==> src/rtl/ofdm_subcarrier_map_pkg.sv <==
// Shared constants, types and the bin-to-data-index map for the OFDM subcarrier mapper.
package ofdm_pkg;
    localparam int N_FFT  = 64;
    localparam int N_DATA = 48;

    localparam logic [5:0] PILOT_B0 = 6'd7;
    localparam logic [5:0] PILOT_B1 = 6'd21;
    localparam logic [5:0] PILOT_B2 = 6'd43;
    localparam logic [5:0] PILOT_B3 = 6'd57;
    localparam logic [5:0] GUARD_LO = 6'd27;
    localparam logic [5:0] GUARD_HI = 6'd37;

    localparam logic [15:0] PILOT_POS = 16'h7FFF;
    localparam logic [15:0] PILOT_NEG = 16'h8001;
    localparam logic [6:0]  LFSR_SEED = 7'h7F;

    typedef enum logic {RD_IDLE, RD_RUN} rd_state_e;
    typedef enum logic [1:0] {BIN_ZERO, BIN_DATA, BIN_PPOS, BIN_PNEG} bin_kind_e;

    typedef struct packed {
        bin_kind_e  kind;
        logic [5:0] k;
    } bin_map_t;

    // Bin 21 is the only pilot carried with inverted polarity.
    function automatic bin_map_t map_bin(input logic [5:0] b);
        bin_map_t m;
        m.kind = BIN_ZERO;
        m.k    = '0;
        if (b == PILOT_B0 || b == PILOT_B2 || b == PILOT_B3) begin
            m.kind = BIN_PPOS;
        end else if (b == PILOT_B1) begin
            m.kind = BIN_PNEG;
        end else if (b != 6'd0 && !(b >= GUARD_LO && b <= GUARD_HI)) begin
            m.kind = BIN_DATA;
            if (b < PILOT_B0)      m.k = b + 6'd23;
            else if (b < PILOT_B1) m.k = b + 6'd22;
            else if (b < GUARD_LO) m.k = b + 6'd21;
            else if (b < PILOT_B2) m.k = b - 6'd38;
            else if (b < PILOT_B3) m.k = b - 6'd39;
            else                   m.k = b - 6'd40;
        end
        return m;
    endfunction
endpackage

==> src/rtl/ofdm_subcarrier_map_if.sv <==
// Streaming bus between modulator, subcarrier mapper and IFFT; symb_last marks OFDM symbol edges.
interface ofdm_subcarrier_map_if #(parameter int DW = 16);
    logic            tvalid;
    logic            tready;
    logic            tlast;
    logic            symb_last;
    logic [2*DW-1:0] tdata;

    modport master (output tvalid, tdata, tlast, symb_last, input tready);
    modport slave  (input tvalid, tdata, tlast, symb_last, output tready);
endinterface

==> src/rtl/ofdm_subcarrier_map_lfsr.sv <==
// 127-length pilot polarity generator; p=1 means positive pilot for the current symbol.
module ofdm_pilot_lfsr
    import ofdm_pkg::*;
(
    input  logic clk,
    input  logic rst,
    input  logic step,
    input  logic reload,
    output logic p
);
    logic [6:0] s;
    logic       fb;

    assign fb = s[6] ^ s[3];
    assign p  = ~fb;

    always_ff @(posedge clk) begin
        if (!rst)        s <= LFSR_SEED;
        else if (reload) s <= LFSR_SEED;
        else if (step)   s <= {s[5:0], fb};
    end
endmodule

==> src/rtl/ofdm_subcarrier_map.sv <==
// Ping-pong buffer of 48 data symbols, drained as 64 IFFT bins with pilots, DC and guards inserted.
module ofdm_subcarrier_map
    import ofdm_pkg::*;
#(
    parameter int DW = 16
) (
    input  logic                        clk,
    input  logic                        rst,
    ofdm_subcarrier_map_if.slave        s_axis,
    ofdm_subcarrier_map_if.master       m_axis,
    output logic                        err_symb
);
    localparam logic [5:0] K_LAST = 6'(N_DATA - 1);
    localparam logic [5:0] B_LAST = 6'(N_FFT - 1);

    logic [2*DW-1:0] mem [2][N_DATA];
    logic [5:0]      wk, b;
    logic            wb, rb, rdy_en;
    logic [1:0]      full, full_nxt, tl_lat;
    logic            acc, wr_done, adv, ld, rel, p;
    rd_state_e       st, st_nxt;
    bin_map_t        bm;
    logic [2*DW-1:0] sample;

    // Write side
    assign s_axis.tready = rdy_en && !full[wb];
    assign acc           = s_axis.tvalid && s_axis.tready;
    assign wr_done       = acc && (wk == K_LAST);

    always_ff @(posedge clk) begin
        if (acc) mem[wb][wk] <= s_axis.tdata;
    end

    always_ff @(posedge clk) begin
        if (!rst) begin
            wk       <= '0;
            wb       <= 1'b0;
            rdy_en   <= 1'b0;
            err_symb <= 1'b0;
            tl_lat   <= '0;
        end else begin
            rdy_en <= 1'b1;
            if (acc) begin
                // Framing follows wk alone; a misplaced marker only raises the flag.
                if (s_axis.symb_last != (wk == K_LAST)) err_symb <= 1'b1;
                wk <= wr_done ? 6'd0 : wk + 6'd1;
            end
            if (wr_done) begin
                tl_lat[wb] <= s_axis.tlast;
                wb         <= ~wb;
            end
        end
    end

    // Set and release can hit different banks in the same cycle; both take effect.
    always_comb begin
        full_nxt = full;
        if (rel)     full_nxt[rb] = 1'b0;
        if (wr_done) full_nxt[wb] = 1'b1;
    end

    always_ff @(posedge clk) begin
        if (!rst) full <= '0;
        else      full <= full_nxt;
    end

    // Read FSM
    assign adv = !m_axis.tvalid || m_axis.tready;

    always_ff @(posedge clk) begin
        if (!rst) st <= RD_IDLE;
        else      st <= st_nxt;
    end

    always_comb begin
        st_nxt = st;
        case (st)
            RD_IDLE: if (full[rb]) st_nxt = RD_RUN;
            RD_RUN:  if (rel && !full[~rb]) st_nxt = RD_IDLE;
            default: st_nxt = RD_IDLE;
        endcase
    end

    always_comb begin
        ld  = (st == RD_RUN) && adv;
        rel = ld && (b == B_LAST);
    end

    always_ff @(posedge clk) begin
        if (!rst) begin
            b  <= '0;
            rb <= 1'b0;
        end else begin
            if (st == RD_IDLE) b <= '0;
            else if (ld)       b <= b + 6'd1;
            if (rel)           rb <= ~rb;
        end
    end

    ofdm_pilot_lfsr u_lfsr (
        .clk    (clk),
        .rst    (rst),
        .step   (rel),
        .reload (rel && tl_lat[rb]),
        .p      (p)
    );

    assign bm = map_bin(b);

    always_comb begin
        sample = '0;
        case (bm.kind)
            BIN_DATA: sample = mem[rb][bm.k];
            BIN_PPOS: sample = {{DW{1'b0}}, DW'(p ? PILOT_POS : PILOT_NEG)};
            BIN_PNEG: sample = {{DW{1'b0}}, DW'(p ? PILOT_NEG : PILOT_POS)};
            default:  sample = '0;
        endcase
    end

    // Output register holds while the IFFT stalls.
    always_ff @(posedge clk) begin
        if (!rst) begin
            m_axis.tvalid    <= 1'b0;
            m_axis.tdata     <= '0;
            m_axis.tlast     <= 1'b0;
            m_axis.symb_last <= 1'b0;
        end else if (adv) begin
            m_axis.tvalid <= ld;
            if (ld) begin
                m_axis.tdata     <= sample;
                m_axis.tlast     <= tl_lat[rb] && (b == B_LAST);
                m_axis.symb_last <= (b == B_LAST);
            end
        end
    end
endmodule

==> src/flat_wrapper.sv <==
// flat-port wrapper written by rule: the top's interface ports become plain ports
module ofdm_subcarrier_map_flat import ofdm_pkg::*;
#(
    parameter int DW = 16
)
  (clk, rst, err_symb, s_axis_tvalid, s_axis_tdata, s_axis_tlast, s_axis_symb_last, s_axis_tready, m_axis_tvalid, m_axis_tdata, m_axis_tlast, m_axis_symb_last, m_axis_tready);
  ofdm_subcarrier_map_if #(.DW(DW)) s_axis_i ();
  ofdm_subcarrier_map_if #(.DW(DW)) m_axis_i ();
  input  logic clk;
  input  logic rst;
  output logic err_symb;
  input wire logic [$bits(s_axis_i.tvalid)-1:0] s_axis_tvalid;
  input wire logic [$bits(s_axis_i.tdata)-1:0] s_axis_tdata;
  input wire logic [$bits(s_axis_i.tlast)-1:0] s_axis_tlast;
  input wire logic [$bits(s_axis_i.symb_last)-1:0] s_axis_symb_last;
  output wire logic [$bits(s_axis_i.tready)-1:0] s_axis_tready;
  output wire logic [$bits(m_axis_i.tvalid)-1:0] m_axis_tvalid;
  output wire logic [$bits(m_axis_i.tdata)-1:0] m_axis_tdata;
  output wire logic [$bits(m_axis_i.tlast)-1:0] m_axis_tlast;
  output wire logic [$bits(m_axis_i.symb_last)-1:0] m_axis_symb_last;
  input wire logic [$bits(m_axis_i.tready)-1:0] m_axis_tready;
  assign s_axis_i.tvalid = s_axis_tvalid;
  assign s_axis_i.tdata = s_axis_tdata;
  assign s_axis_i.tlast = s_axis_tlast;
  assign s_axis_i.symb_last = s_axis_symb_last;
  assign s_axis_tready = s_axis_i.tready;
  assign m_axis_tvalid = m_axis_i.tvalid;
  assign m_axis_tdata = m_axis_i.tdata;
  assign m_axis_tlast = m_axis_i.tlast;
  assign m_axis_symb_last = m_axis_i.symb_last;
  assign m_axis_i.tready = m_axis_tready;
  ofdm_subcarrier_map #(.DW(DW)) u_core (.clk(clk), .rst(rst), .s_axis(s_axis_i), .m_axis(m_axis_i), .err_symb(err_symb));
endmodule
==> config.mk <==
export PLATFORM = sky130hd
export DESIGN_NAME = ofdm_subcarrier_map_flat
export DESIGN_NICKNAME = d
export VERILOG_FILES = /design/src/rtl/ofdm_subcarrier_map_pkg.sv /design/src/rtl/ofdm_subcarrier_map_if.sv /design/src/rtl/ofdm_subcarrier_map_lfsr.sv /design/src/rtl/ofdm_subcarrier_map.sv /design/src/flat_wrapper.sv
export SDC_FILE = /design/constraint.sdc
export NUM_CORES = 2
export LEC_CHECK = 0
export BUFFER_PORTS_ARGS = -buffer_cell sky130_fd_sc_hd__buf_2
export CAP_MARGIN = 10
export CELL_PAD_IN_SITES_DETAIL_PLACEMENT = 0
export CELL_PAD_IN_SITES_GLOBAL_PLACEMENT = 1
export CORE_ASPECT_RATIO = 0.8
export CORE_MARGIN = 5
export CORE_UTILIZATION = 40
export CTS_BUF_LIST = sky130_fd_sc_hd__clkbuf_8 sky130_fd_sc_hd__clkbuf_16
export DETAILED_ROUTE_END_ITERATION = 12
export GPL_TIMING_DRIVEN = 0
export PLACE_DENSITY_LB_ADDON = 0.1
export SYNTH_ARGS = -nofsm -noshare
export SYNTH_HDL_FRONTEND = slang
export SYNTH_SLANG_ARGS = --single-unit
==> constraint.sdc <==
create_clock -name clk -period 7.9 [get_ports clk]
set_input_delay 1.58 -clock clk [delete_from_list [all_inputs] [get_ports clk]]
set_output_delay 1.58 -clock clk [all_outputs]
set_load 0.005 [all_outputs]
== Yosys cells after proc, flatten, opt, wreduce, memory -nomap -nowiden ==
Memories as Yosys holds them, arrays and structs flattened. A register that Yosys moved wholly into a read port is not among the register bits.
Cells that the tools add are included.
Storage, ports and cells
  bits in registers: 63
  RAM bits: 3072
  bits of input ports: 38
  output and inout port bits: 37
  word-level logic and storage cells: 125
  memories kept: 1
Memory list
  u_core.mem: depth 2, width 1536, read ports 1, clocked after Yosys merged registers in 1, wr ports 1, line ofdm_subcarrier_map.sv:16  | logic [2*DW-1:0] mem [2][N_DATA];
Operators by class
  $add $sub $neg: 8
  order comparisons: 15
  eq/ne operators: 10
  muxes and demuxes: 42
  bitwise gates (word level): 10
  reductions and logical operators: 25
Operator list (count)
  $mux 1536: 1
  $bmux 32 s6: 1
  $demux 32 s6: 1
  $mux 32: 3
  $pmux 32 s3: 1
  $mux 6: 8
  $mux 16: 2
  $eq 6x6->1 const B: 4
  $add 6x5->6 const B: 3
  $sub 6x6->6 const B: 3
  $mux 1: 16
  $ge 7x7->1 const B: 2
  $not 6->7: 2
  $logic_and 1x1->1: 13
  $add 6x1->6 const B: 2
  $lt 6x5->1 const B: 2
  $lt 6x6->1 const B: 2
  $mux 2: 4
  $lt 7x1->1 const B: 1
  $mux 7: 1
  $eq 6x3->1 const B: 1
  $eq 6x5->1 const B: 1
  $ge 6x5->1 const B: 1
  $le 6x6->1 const B: 1
  19 further kinds: 34

== Depth between registers and ports, before layout ==
  depth in word-level cells: 14
  depth in mapped cells: 17
  depth with buffers taken out: 12

== Hierarchy ==
A second synthesis with hierarchy kept.
Unflattened totals
  cells, all modules: 6443
  area, all modules: 121514.0 sq um
Modules (own cells, without submodules)
  ofdm_subcarrier_map: times used 1, cells an instance 6418, area an instance 121223.8 sq um, sequential area each 93389.6 sq um
  ofdm_pilot_lfsr: times used 1, cells an instance 25, area an instance 290.3 sq um, sequential area each 140.1 sq um

== Worst setup path before layout ==
Ideal clock, no wire load.
  kind: in2reg
  start: in s_axis_tvalid
  end: mem u_core.mem[0][512] (netlist bit), enable pin
  setup time: 0.421 ns
  arrival time: 3.818 ns
  data required time: 7.479 ns
  slack: 3.661 ns
  stages: 5
  buffers on the path: 2
  cell sequence: and3_1 > clkbuf_1 > nand4_1 > clkbuf_1 > nor2_1
Between the ends
  word-level cells in the longest chain between the ends: 3
Ends and longest elaborated chain
  start, declared: line flat_wrapper.sv:12  | input wire logic [$bits(s_axis_i.tvalid)-1:0] s_axis_tvalid;
  $logic_and 1x1->1: line ofdm_subcarrier_map.sv:27  | assign acc = s_axis.tvalid && s_axis.tready;
  $mux 1: line ofdm_subcarrier_map.sv:31  | if (acc) mem[wb][wk] <= s_axis.tdata;
  $mux 1536 (implied by the code): line ofdm_subcarrier_map.sv:31
  end, declared: line ofdm_subcarrier_map.sv:16
No other way between the ends.

== Worst setup path after layout ==
  start: reg u_core.b[0]
  end: reg u_core.m_axis.tdata[23]
Between the ends
  word-level cells in the longest chain between the ends: 14
  elaborated cells on any way between the ends: 41
  classes of those cells: 6 x add/sub; 7 x order compare; 7 x eq/ne; 14 x mux; 1 x bitwise; 6 x reduce/logical
Ends and longest elaborated chain
  start, declared: line ofdm_subcarrier_map.sv:17  | logic [5:0] wk, b;
  start signal, assigned: line ofdm_subcarrier_map.sv:95  | else if (ld) b <= b + 6'd1;
  $sub 6x6->6 (tied with other cells): line ofdm_subcarrier_map_pkg.sv:41  | else m.k = b - 6'd40;
  $mux 6: line ofdm_subcarrier_map_pkg.sv:40  | else if (b < PILOT_B3) m.k = b - 6'd39;
  $mux 6: line ofdm_subcarrier_map_pkg.sv:39  | else if (b < PILOT_B2) m.k = b - 6'd38;
  $mux 6: line ofdm_subcarrier_map_pkg.sv:38  | else if (b < GUARD_LO) m.k = b + 6'd21;
  $mux 6: line ofdm_subcarrier_map_pkg.sv:37  | else if (b < PILOT_B1) m.k = b + 6'd22;
  $mux 6: line ofdm_subcarrier_map_pkg.sv:36  | if (b < PILOT_B0) m.k = b + 6'd23;
  $mux 7: line ofdm_subcarrier_map_pkg.sv:34  | end else if (b != 6'd0 && !(b >= GUARD_LO && b <= GUARD_HI)) begin
  $mux 6: line ofdm_subcarrier_map_pkg.sv:32  | end else if (b == PILOT_B1) begin
  $mux 6: line ofdm_subcarrier_map_pkg.sv:30  | if (b == PILOT_B0 || b == PILOT_B2 || b == PILOT_B3) begin
  $not 6->7 (implied by the code): line ofdm_subcarrier_map.sv:113  | BIN_DATA: sample = mem[rb][bm.k];
  $bmux 32 s6: line ofdm_subcarrier_map.sv:113
  $mux 32 (implied by the code) (2 in series): line ofdm_subcarrier_map.sv:113
  $pmux 32 s3 *: line ofdm_subcarrier_map.sv:112  | case (bm.kind)
  end signal, assigned: line ofdm_subcarrier_map.sv:130  | m_axis.tdata <= sample;
  end, declared: line ofdm_subcarrier_map_if.sv:9  | modport master (output tvalid, tdata, tlast, symb_last, input tready);
Mark *: on every way between the ends. The rest lies on a longest branch, timed or not. The select of a mux whose other input is x is not followed.
A chain may end at the register's enable or synchronous reset.

==> results.py <==
metrics = {
    "global_route": {
        "antenna_found_initial": 29,
        "grt_pass1_wl_um": 561000,
        "grt-ovfl-total": 0,
        "grt_max_degree": 97,
        "gr-usage-all-layers_pct": 26.7,
        "grt_pass1_vias": 61200,
    },
    "clocking": {
        "hold_buffers": 0,
        "htreeDepth": 5,
        "cts_buffers": 326,
        "cts.sinks": 3136,
        "postCtsResizedCells": 1,
        "path_clk_slew_ps": 60,
        "cts_setup_buffers": 0,
        "cts-root-buf": "clkbuf_16",
        "clockBufferDepth": 4,
        "worstSkewPairLatency_ps": 880,
        "cts_tree": "yes",
    },
    "detailed_routing": {
        "drc": 0,
        "wl_um": 423000,
        "via_per_inst": 6.07,
        "first_pass_iters": 8,
        "drt_iter0_markers": 9079,
        "vias": 63700,
        "ant_nets": 0,
        "wl_per_cell_um": 40.3,
    },
    "power": {
        "comb_power_share_pct": 1.4,
        "p_int_mw": 26.7,
        "p_per_area_nw_per_um2": 239,
        "seq_power_share_pct": 54.4,
        "p_leak_nw": 44.0,
        "power_frac_clock_pct": 44.1,
        "p_sw_mw": 6.85,
        "p_sw_share_pct": 20.4,
        "ir_drop_uv": 172,
    },
    "placed_design": {
        "gp_congestion": 0.891,
        "io_buffers": 74,
        "post-place-cells": 9890,
        "place_hpwl_um": 295000,
        "placed_area_um2": 130000,
    },
    "setup_path": {
        "r2r_start": "u_core.b[0]$_SDFFE_PN0P_",
        "worst_setup_path_end_kind": "flop",
        "worstPathBufferInverterCount": 5,
        "critical_path_class": "reg2reg",
        "cpPeakStageDelay_ps": 1070,
        "r2r_end": "u_core.m_axis.tdata[23]$_SDFFE_PN0P_",
        "reg2reg_depth": 14,
        "critical_path_arrival_ps": 8600,
        "required_ps": 8670,
        "rrSetupSlack_ps": 70,
        "crit_family": "buffers and inverters",
        "crit_top_cell": "clkbuf_1",
        "crit_slowest_cell": "clkbuf_1",
        "crit_chain": "clkbuf_1, inv_1, ha_1, nand2b_1, o221a_2, nor3_1, o2111a_1, buf_2, clkbuf_1, buf_1, nand2_1, nand3_1, nand4_1, o41ai_2",
        "timing.critical_path.fanout_max": 10,
        "crit_path_start_kind": "flop",
    },
    "timing": {
        "final_hold_viol_count": 0,
        "fin_crit_sh_pct": 99.1,
        "maxSlewViolCount": 0,
        "fin_skew_ps": 42.4,
        "fin_hold_ws_ps": 458,
        "period_minus_slack_ps": 7830,
        "grt_setup_unrepaired": "no",
        "slew_headroom_pct": 4.03,
        "fmax_mhz": 128,
        "tightest_slew_ps": 1440,
        "setup_viol": 0,
    },
    "synthesis": {
        "synthMuxAreaShare_pct": 14.9,
        "synth.distinct_cells": 76,
        "synth_compound_area_share_pct": 2.53,
        "synth-seq-cells": 3136,
        "seq_area_frac_synth_pct": 77.7,
        "syn_inst": 5639,
        "synth_edf_count": 3072,
        "syn-num-nets": 5689,
        "synthXorXnorAreaFrac_pct": 0.0873,
        "yosys.area_share.simple_pct": 3.30,
        "async_flop_share_pct": 0,
        "synth_area_um2": 120000,
        "syn_avg_cell_area_um2": 21.3,
        "synth_warnings": 0,
        "synthAdderAreaFrac_pct": 0.125,
        "synth_top_family_by_area": "multiplexers",
        "synth-main-ff-cell": "edfxtp_1",
    },
    "worst_hold_path": {
        "hold_path_startpoint": "u_core.m_axis.symb_last$_SDFFE_PN0P_",
        "whs_path_depth": 2,
        "hold_class": "reg2reg",
        "min_to": "u_core.m_axis.symb_last$_SDFFE_PN0P_",
    },
    "cells_and_area": {
        "final-instance-count-excl-fill": 10500,
        "fin_area_um2": 141000,
        "drive_above_1_share_pct": 26.7,
        "fin_nets": 6271,
        "fin_util_pct": 46.8,
        "area_delta_synth_final_pct": 16.8,
    },
    "floorplan": {
        "coreArea_um2": 300000,
        "die_x_um": 623,
        "top_level_ports": 75,
        "die_h_um": 501,
        "die_area_um2": 312000,
        "initial_core_util_pct": 40.1,
        "row_count": 180,
    },
    "run_status": {
        "run_status": "complete, no violations",
    },
    "run": {
        "maxCapViolCount": 0,
    },
}
## metal layers
| layer | wire [um] | track usage, % | vias to the layer above |
|---|---|---|---|
| li1 | - | - | 24800 |
| met1 | 185000 | 40.4 | 35200 |
| met2 | 188000 | 39.6 | 3176 |
| met3 | 37100 | 5.44 | 528 |
| met4 | 12100 | 6.94 | 4 |
| met5 | 403 | 0 | - |
## power by group through the flow
| stage | registers [mW] | clock network, mW | logic (mW) |
|---|---|---|---|
| floorplan | 18.6 | 0 | 0.0360 |
| global placement | 18.6 | 0 | 0.395 |
| detailed placement | 18.6 | 0 | 0.480 |
| CTS | 18.3 | 15.0 | 0.480 |
| global route | 18.3 | 15.7 | 0.500 |
| finish | 18.3 | 14.8 | 0.483 |
## kinds of logic (layout without fill, tap and decap cells)
logic type | after synthesis | count (layout)
buffers and inverters | 329 | 1155
flip-flops | 3136 | 3136
XOR/XNOR | 12 | 12
adder cells (fa/ha/maj) | 12 | 12
AO/OA/AOI/OAI | 422 | 422
AND/OR/NAND/NOR | 903 | 903
multiplexers | 825 | 825
other | 0 | 20
## how the worst max path moves through the flow
stage               cells past startpoint  slack, ps                              endpoint                      from
floorplan                               5       3660          u_core.mem[0][512]$_DFFE_PP_             s_axis_tvalid
global placement                       14         30  u_core.m_axis.tdata[29]$_SDFFE_PN0P_  u_core.b[0]$_SDFFE_PN0P_
detailed placement                     14        -30  u_core.m_axis.tdata[29]$_SDFFE_PN0P_  u_core.b[0]$_SDFFE_PN0P_
CTS                                    14        110  u_core.m_axis.tdata[23]$_SDFFE_PN0P_  u_core.b[0]$_SDFFE_PN0P_
global route                           14         30  u_core.m_axis.tdata[24]$_SDFFE_PN0P_  u_core.b[0]$_SDFFE_PN0P_
finish                                 14         70  u_core.m_axis.tdata[23]$_SDFFE_PN0P_  u_core.b[0]$_SDFFE_PN0P_
## cells in the final DEF, fill, tap and decap left out, drive strengths merged, types with 6 or more instances in the layout
master / Yosys / layout
buf: 135 / 389
nor2b: 7 / 7
edfxtp: 3072 / 3072
nand2b: 12 / 12
o41ai: 11 / 11
o21ai: 46 / 46
o211ai: 32 / 32
o32ai: 14 / 14
and2: 8 / 8
xor2: 6 / 6
a211oi: 6 / 6
clkbuf: 185 / 525
o22a: 23 / 23
clkinv: 3 / 115
nand2: 438 / 438
bufinv: 0 / 21
mux4: 768 / 768
ha: 12 / 12
nor2: 174 / 174
nand4: 43 / 43
nor3: 23 / 23
a221oi: 17 / 17
a31oi: 21 / 21
and3: 13 / 13
inv: 6 / 100
nand3b: 6 / 6
mux2i: 52 / 52
dfxtp: 64 / 64
xnor2: 6 / 6
or4: 12 / 12
a21oi: 98 / 98
diode: 0 / 20
a22oi: 79 / 79
nand3: 136 / 136
o22ai: 20 / 20
or3: 18 / 18
a31o: 14 / 14
## metrics by stage
| stage | total power [mW] | TNS [ps] | setup WS [ps] |
|---|---|---|---|
| after floorplan | 18.7 | 0 | 3660 |
| after global placement | 19.0 | 0 | 26.2 |
| after detailed placement | 19.1 | -36.1 | -30.5 |
| after CTS | 33.8 | 0 | 107 |
| after global routing | 34.5 | 0 | 32.9 |
| final | 33.6 | 0 | 70.0 |
## worst reg2reg max path: cells and delay by family, from the launching register on
kind,cells,cell delay (ps)
buffers and inverters,5,3240
AO/OA/AOI/OAI,3,1940
AND/OR/NAND/NOR,5,1840
flip-flops,1,380
adder cells (fa/ha/maj),1,380
## registers in the layout (all words and copies together), names as in the netlist, named ones only
name,flops
u_core.mem,3072
u_core.err_symb,1
u_core.st,1
u_core.wk,6
u_core.m_axis.tdata,32
u_core.m_axis.tvalid,1
u_core.full,2
u_core.m_axis.tlast,1
u_core.rdy_en,1
u_core.tl_lat,2
u_core.u_lfsr.s,7
u_core.wb,1
u_core.m_axis.symb_last,1
u_core.b,6
u_core.rb,1
## area by class of cell
cell class / count / area (um2)
Fill cell: 25100 / 160000
Sequential cell: 3136 / 93500
Multi-Input combinational cell: 2174 / 25900
Clock buffer: 340 / 8450
Tap cell: 4004 / 5010
Timing Repair Buffer: 254 / 4290
Buffer: 320 / 1690
Clock inverter: 232 / 1570
Antenna cell: 20 / 50.0
Inverter: 9 / 33.8
## synth_stat cells (4+ instances only)
cell       count  share of area (%)
buf_6         22               0.21
a31o_2        14               0.10
a32o_1         5              0.042
o221ai_1       4              0.029
ha_1          12               0.12
edfxtp_1    3072                 77
or3_1         17              0.088
buf_4         67               0.42
a22oi_1       79               0.49
nand4_1       43               0.22
o21ai_0       42               0.17
buf_2         24               0.10
nand2b_1      12              0.062
nor3_1        22              0.091
or4_1         12              0.075
mux2_2         5              0.047
and2_1         8              0.042
a31oi_1       21               0.11
mux2i_1       51               0.42
clkbuf_1     185               0.58
xor2_1         6              0.044
nor4_1         5              0.026
o32ai_1       14               0.10
o22a_1        23               0.17
buf_1         22              0.069
o2111ai_1      4              0.029
mux4_2       768                 14
a221oi_1      17               0.12
xnor2_1        6              0.044
nand2_1      438                1.4
and3_1        13              0.068
nand3b_1       6              0.037
a21oi_1       97               0.40
o211ai_1      32               0.20
dfxtp_1       64                1.1
o41ai_2       11               0.15
o22ai_1       20               0.10
inv_1          6              0.019
a211oi_1       6              0.037
nand3_1      136               0.57
nor2_1       174               0.54
nor2b_1        7              0.036
Power figures use the tool's default switching activity.
